==> config.mk <==
export PLATFORM = sky130hd
export DESIGN_NAME = mux_skid_stage
export DESIGN_NICKNAME = d
export VERILOG_FILES = /design/src/rtl/pipe_pkg.sv /design/src/rtl/mux_skid_stage_rr_arbiter.sv /design/src/rtl/mux_skid_stage.sv
export SDC_FILE = /design/constraint.sdc
export NUM_CORES = 1
export LEC_CHECK = 0
export CAP_MARGIN = 25
export CORE_MARGIN = 4
export CORE_UTILIZATION = 39
export DETAILED_ROUTE_END_ITERATION = 8
export GPL_TIMING_DRIVEN = 0
export PLACE_DENSITY = 0.76
export SYNTH_ARGS = -nofsm -noshare
export SYNTH_HDL_FRONTEND = slang
export SYNTH_SLANG_ARGS = --single-unit
==> constraint.sdc <==
create_clock -name clk -period 1.4 [get_ports clk]
set_input_delay 0.14 -clock clk [delete_from_list [all_inputs] [get_ports clk]]
set_output_delay 0.14 -clock clk [all_outputs]
set_load 0.005 [all_outputs]
==> src/rtl/pipe_pkg.sv <==
// Shared constants and helpers for the select/skid pipeline stages.
package pipe_pkg;

    localparam int MODE_EXPLICIT = 0;
    localparam int MODE_RR       = 1;

    // Bit offset of channel ch inside a flat {ch[N-1], ..., ch[0]} bus.
    function automatic int chan_lsb(input int ch, input int width);
        return ch * width;
    endfunction

endpackage

==> src/rtl/mux_skid_stage_rr_arbiter.sv <==
// Round-robin channel picker: scans from ptr+1 upward with wrap and
// moves the pointer to the granted channel only when the grant is used.
module rr_arbiter #(
    parameter  int N     = 2,
    localparam int SEL_W = $clog2(N)
) (
    input  logic             clk,
    input  logic             rst_n,
    input  logic [N-1:0]     req,
    input  logic             advance,
    output logic [SEL_W-1:0] grant,
    output logic             grant_valid
);

    logic [SEL_W-1:0] ptr_q, ptr_d;
    logic [SEL_W-1:0] idx;

    always_comb begin
        grant       = '0;
        grant_valid = 1'b0;
        idx         = '0;
        for (int k = 1; k <= N; k++) begin
            idx = SEL_W'((int'(ptr_q) + k) % N);
            if (!grant_valid && req[idx]) begin
                grant       = idx;
                grant_valid = 1'b1;
            end
        end
    end

    always_comb begin
        ptr_d = ptr_q;
        if (advance && grant_valid) ptr_d = grant;
    end

    // Reset to N-1 so channel 0 is the first winner.
    always_ff @(posedge clk or negedge rst_n) begin
        if (!rst_n) ptr_q <= SEL_W'(N - 1);
        else        ptr_q <= ptr_d;
    end

endmodule

==> src/rtl/mux_skid_stage.sv <==
// N-way select (explicit or round-robin) feeding a two-entry registered
// skid stage with a valid/ready handshake on both sides.
module mux_skid_stage
    import pipe_pkg::*;
#(
    parameter  int WIDTH = 5,
    parameter  int N     = 2,
    parameter  int MODE  = 0,
    localparam int SEL_W = $clog2(N)
) (
    input  logic               clk,
    input  logic               rst_n,
    input  logic               flush,
    input  logic [SEL_W-1:0]   sel,
    input  logic [N*WIDTH-1:0] in_data,
    input  logic [N-1:0]       in_valid,
    output logic [N-1:0]       in_ready,
    output logic [WIDTH-1:0]   out_data,
    output logic [SEL_W-1:0]   out_src,
    output logic               out_valid,
    input  logic               out_ready
);

    typedef struct packed {
        logic [SEL_W-1:0] src;
        logic [WIDTH-1:0] data;
    } word_t;

    word_t            main_q, main_d, skid_q, skid_d, acc_word;
    logic             main_v_q, main_v_d, skid_v_q, skid_v_d;
    logic [SEL_W-1:0] ch;
    logic             ch_ok;
    logic             accept;
    logic             out_fire;

    generate
        if (MODE == MODE_RR) begin : g_rr
            logic unused_sel;
            assign unused_sel = ^sel;

            rr_arbiter #(.N(N)) u_arb (
                .clk         (clk),
                .rst_n       (rst_n),
                .req         (in_valid),
                .advance     (accept),
                .grant       (ch),
                .grant_valid (ch_ok)
            );
        end else begin : g_sel
            assign ch = sel;
            // Codes >= N (non power-of-2 N) select nothing.
            always_comb begin
                ch_ok = 1'b0;
                for (int i = 0; i < N; i++)
                    if (sel == SEL_W'(i)) ch_ok = 1'b1;
            end
        end
    endgenerate

    // Ready only looks at the skid flag, so it never combinationally
    // depends on out_ready.
    always_comb begin
        in_ready = '0;
        for (int i = 0; i < N; i++)
            if (ch_ok && ch == SEL_W'(i) && !skid_v_q && !flush) in_ready[i] = 1'b1;
    end

    always_comb begin
        acc_word = '0;
        for (int i = 0; i < N; i++)
            if (in_ready[i]) begin
                acc_word.data = in_data[chan_lsb(i, WIDTH) +: WIDTH];
                acc_word.src  = SEL_W'(i);
            end
    end

    assign accept   = |(in_ready & in_valid);
    assign out_fire = main_v_q && out_ready;

    always_comb begin
        main_d   = main_q;
        main_v_d = main_v_q;
        skid_d   = skid_q;
        skid_v_d = skid_v_q;
        if (flush) begin
            main_v_d = 1'b0;
            skid_v_d = 1'b0;
        end else if (!main_v_q || out_fire) begin
            if (skid_v_q) begin
                main_d   = skid_q;
                main_v_d = 1'b1;
                skid_v_d = 1'b0;
            end else if (accept) begin
                main_d   = acc_word;
                main_v_d = 1'b1;
            end else begin
                main_v_d = 1'b0;
            end
        end else if (accept) begin
            skid_d   = acc_word;
            skid_v_d = 1'b1;
        end
    end

    always_ff @(posedge clk or negedge rst_n) begin
        if (!rst_n) begin
            main_q   <= '0;
            main_v_q <= 1'b0;
            skid_q   <= '0;
            skid_v_q <= 1'b0;
        end else begin
            main_q   <= main_d;
            main_v_q <= main_v_d;
            skid_q   <= skid_d;
            skid_v_q <= skid_v_d;
        end
    end

    assign out_data  = main_q.data;
    assign out_src   = main_q.src;
    assign out_valid = main_v_q;

endmodule

Word level (Yosys, flattened, before mapping)
Cells that the tools add are included.

Word-level logic and storage cells: 38. Output and inout port bits: 9. Flip-flop bits (word level): 14. Input port bits: 17.

Mux-type cells: 13. Reductions and logical operators: 15. Bitwise gates (word level): 4.

Operator list (number): $mux 6 (3); $mux 1 (9); $reduce_and 3->1 (2); $logic_and 1x1->1 (5); $mux 5 (1); $reduce_bool 2->1 (2); $logic_not 1->1 (3); $not 1->1 (3); $reduce_bool 3->1 (1); $and 2x2->2 (1); $reduce_or 2->1 (1); $logic_or 1x1->1 (1).

Depth between registers and ports, before layout
Word-level depth: 10. Mapped depth: 5. Mapped depth without buffers: 3.

Least setup slack after synthesis
No wires, ideal clock.

Path kind: register -> register. From: register skid_v_q. To: register skid_q[0] (netlist bit). Path slack: -0.077 ns. Library setup time: 0.125 ns. Cell stages (with the launch flop): 5. Path buffers: 1. Data required time: 1.275 ns. Arrival: 1.352 ns. Clock period less this slack: 1.477 ns. Cell sequence: dfrtp_1 buf_2 or2_2 nand3b_1 mux2_2.

Cells in the longest elaborated chain, start to end: 7. Elaborated cells between the ends (all ways): 12. Those cells by class: 4 x mux; 1 x bitwise; 7 x reduce/logical.

Ends and longest elaborated chain: start, declared (line mux_skid_stage.sv:30) `logic main_v_q, main_v_d, skid_v_q, skid_v_d;`; start signal, assigned (line mux_skid_stage.sv:115) `skid_v_q <= skid_v_d;`; $logic_not 1->1 * (line mux_skid_stage.sv:65) `if (ch_ok && ch == SEL_W'(i) && !skid_v_q && !flush) in_ready[i] = 1'b1;`; $logic_and 1x1->1 (2 in series) (line mux_skid_stage.sv:65); $mux 1 (line mux_skid_stage.sv:65); $and 2x2->2 (line mux_skid_stage.sv:77) `assign accept = |(in_ready & in_valid);`; $reduce_or 2->1 (line mux_skid_stage.sv:77); $reduce_and 3->1 (no line); end signal, assigned (line mux_skid_stage.sv:114) `skid_q <= skid_d;`; end, declared (line mux_skid_stage.sv:29) `word_t main_q, main_d, skid_q, skid_d, acc_word;`.

Mark *: on every way between the ends. The rest lies on a longest branch, timed or not. A chain may end at the register's enable or synchronous reset.

Final worst setup path
From: register skid_v_q. To: output in_ready[0].

Cells in the longest elaborated chain, start to end: 4.

Ends and longest elaborated chain: $logic_not 1->1 (line mux_skid_stage.sv:65); $logic_and 1x1->1 (2 in series) (line mux_skid_stage.sv:65); $mux 1 (line mux_skid_stage.sv:65); end, declared (line mux_skid_stage.sv:17) `output logic [N-1:0] in_ready,`.

Every way passes these cells.

==> flow_summary.json <==
{
  "status": "finished with violations",
  "violations": "setup timing",
  "drtAntennaViolNets": 0,
  "track_usage_pct": 14.5,
  "ys_seq_elements": 14,
  "yosysSeqAreaShare_pct": 47.1,
  "rrSetupSlack_ns": -0.08,
  "path_cells": "buf_6 > or2_4 > clkbuf_8 > nor2_4 > buf_6",
  "hold_buffers": 0,
  "via_per_inst": 4.95,
  "fp.dieW_um": 51.7,
  "p_per_area_nw_per_um2": 940,
  "cts_htree_levels": 1,
  "fmax_mhz": 673,
  "crit_path_frequent_cell": "buf_6",
  "critical_path_class": "register to output port",
  "place.gp.congestion": 0.762,
  "drv_slew": 0,
  "antenna_found_initial": 0,
  "root_buffer": "clkbuf_4",
  "yosys_warnings": 0,
  "required_ns": 1.26,
  "row_count": 15,
  "yosysUniqueCellTypes": 18,
  "hpwl_um": 1230,
  "path_max_fanout": 4,
  "grt_max_degree": 15,
  "drt_iter0_markers": 7,
  "cp_slowest_cell": "dfrtp_1",
  "cp.depth": 5,
  "worstReg2RegEnd": "skid_q[0]$_DFFE_PN0P_",
  "syn_area_per_cell_um2": 11.6,
  "fin_nets": 114,
  "syn_nets": 81,
  "clk_latency_ns": 0.28,
  "drive_above_1_share_pct": 32.6,
  "routedWlPerCell_um": 15.0,
  "cts.clk_slew.worst_paths_ns": 0.08,
  "drc": 0,
  "p_total_mw": 1.05,
  "max-cap-violations": 0,
  "hold_class": "input pin to async pin",
  "fp.coreArea_um2": 1760,
  "cts_sinks": 14,
  "die_h_um": 51.7,
  "cts_tree": "yes",
  "synthCells": 64,
  "min_period_over_period_pct": 106,
  "cpPeakStageDelay_ns": 0.38,
  "rsz0062_at_grt": "true",
  "worst_slack_ns": -0.0863,
  "nFillCells": 147,
  "grt_pass1_vias": 568,
  "power_leakage_nw": 0.517,
  "start_util_pct": 42.1,
  "critical_path.startpoint": "skid_v_q$_DFFE_PN0P_",
  "wl_um": 1800,
  "crit_end": "in_ready[0]",
  "r2r_start": "skid_v_q$_DFFE_PN0P_",
  "setup_violations": 13,
  "grt-ovfl-total": 0,
  "critPathArrivalTime_ns": 1.35,
  "skew_ns": 0.00571,
  "cp-start-kind": "register",
  "pin_count": 26,
  "hold_violations": 0,
  "path_buf_inv": 3,
  "worst_pin_slew_ns": 0.653,
  "port_buffers": 24,
  "clock_path_buffers": 2,
  "grt_pass1_wl_um": 2730,
  "synth_top_area_share_pct": 47.1,
  "yosys.area.top_type": "dfrtp_1",
  "fin_crit_ns": 1.49,
  "die_area_um2": 2670,
  "hold-worst-slack_ns": 0.257,
  "vias": 594,
  "antenna_cells": 0,
  "reg2reg_depth": 5,
  "area_growth_pct": 49.7,
  "first_pass_iters": 4,
  "synth_area_um2": 743,
  "vdd_ir_drop_max_uv": 630,
  "critical_path.top_delay_family": "flip-flops",
  "yosys-top-cells-area": "dfrtp_1 (47%), mux2_4 (12%), mux2_2 (9.1%)",
  "maxSlewHeadroom_pct": 56.3,
  "cts_made_buffers": 3,
  "crit_path_end_kind": "output port"
}
## Yosys cell counts
cell type	n
a21oi_1	1
buf_2	1
buf_4	1
buf_6	2
clkbuf_1	1
dfrtp_1	14
inv_1	3
mux2_2	6
mux2_4	6
mux2i_1	6
nand2_1	5
nand3b_1	1
nor2_1	6
nor3b_1	2
o21a_1	1
o21ai_0	5
o221a_1	1
or2_2	2
## flip-flops by register name (all words and copies together), names as in the netlist
register   cells
skid_q         6
out_data       5
out_src        1
out_valid      1
skid_v_q       1
## metrics by stage
stage | area (um2) | setup slack (ns) | std cells | setup TNS (ns) | util (%)
2_1_floorplan | 756 | -0.0436 | 64 | -0.148 | -
3_3_place_gp | 1030 | -0.476 | 113 | -4.61 | 58.2
3_5_place_dp | 1030 | -0.479 | 113 | -4.92 | 58.2
4_1_cts | 1100 | -0.0975 | 119 | -0.620 | 62.6
5_1_grt | 1110 | -0.128 | 120 | -1.14 | 63.0
6_report | 1110 | -0.0863 | 120 | -0.598 | 63.0
## cell type report
class	instances	area [um2]	area share (%)
multi-input cells	42	372	33.4
flip-flops and latches	14	350	31.5
repair buffers	29	278	25.0
plain buffers	4	47.5	4.27
well taps	25	31.3	2.81
clock buffers	3	22.5	2.02
inverters	3	11.3	1.01
## power by group
| part | switching (mW) | internal, mW | total [mW] |
|---|---|---|---|
| combinational | 0.103 | 0.213 | 0.316 |
| sequential | 0.0358 | 0.470 | 0.505 |
| clock | 0.124 | 0.0998 | 0.224 |
| total | 0.263 | 0.782 | 1.05 |
## layer usage
| metal | global-route usage (%) | routed length [um] | share of wire [%] | vias up |
|---|---|---|---|---|
| met1 | 16.5 | 720 | 40 | 278 |
| met3 | 3.72 | 131 | 7.3 | 5 |
| met4 | 8.73 | 39 | 2.2 | 0 |
| li1 | - | - | - | 281 |
| met2 | 24.2 | 905 | 50 | 30 |
| met5 | 0 | 0 | 0 | - |
## worst reg2reg max path: stages (launching register included)
cell and delay, ns:
dfrtp_1 0.38, buf_6 0.13, or2_4 0.23, nand3b_1 0.17, buf_6 0.16, mux2_4 0.30
## cell families after synthesis
family,Yosys count,synth area share (%)
mux,18,29.3
simple gates,16,10.3
flops,14,47.1
compound gates,8,6.56
buf+inv,8,6.73
## what timing repair did
item / in CTS / in global routing
endpoints found under the setup margin: 12 / 14
pin swaps: 1 / 0
buffers inserted: 4 / 1
resized for setup: 14 / 7
## how the worst min path moves through the flow
stage	from	end	slack [ns]	depth (start not counted)
floorplan	rst_n	out_data[0]$_DFFE_PN0P_	-0.16	0
global placement	skid_q[2]$_DFFE_PN0P_	skid_q[2]$_DFFE_PN0P_	0.49	1
finish	rst_n	out_data[0]$_DFFE_PN0P_	0.26	1
CTS	rst_n	out_valid$_DFFE_PN0P_	0.27	1
detailed placement	skid_q[1]$_DFFE_PN0P_	skid_q[1]$_DFFE_PN0P_	0.50	1
global route	rst_n	out_valid$_DFFE_PN0P_	0.30	1
## cells in the final DEF, fill, tap and decap left out, drive strengths merged
master         count
nor2               6
dfrtp             14
o21a               1
o221a              1
clkbuf             5
mux2              12
nor3b              2
inv                3
or2                2
clkdlybuf4s50     22
mux2i              6
o21ai              5
a21oi              1
nand3b             1
nand2              5
buf                9
Note: power is estimated with default switching activity, not from simulation.
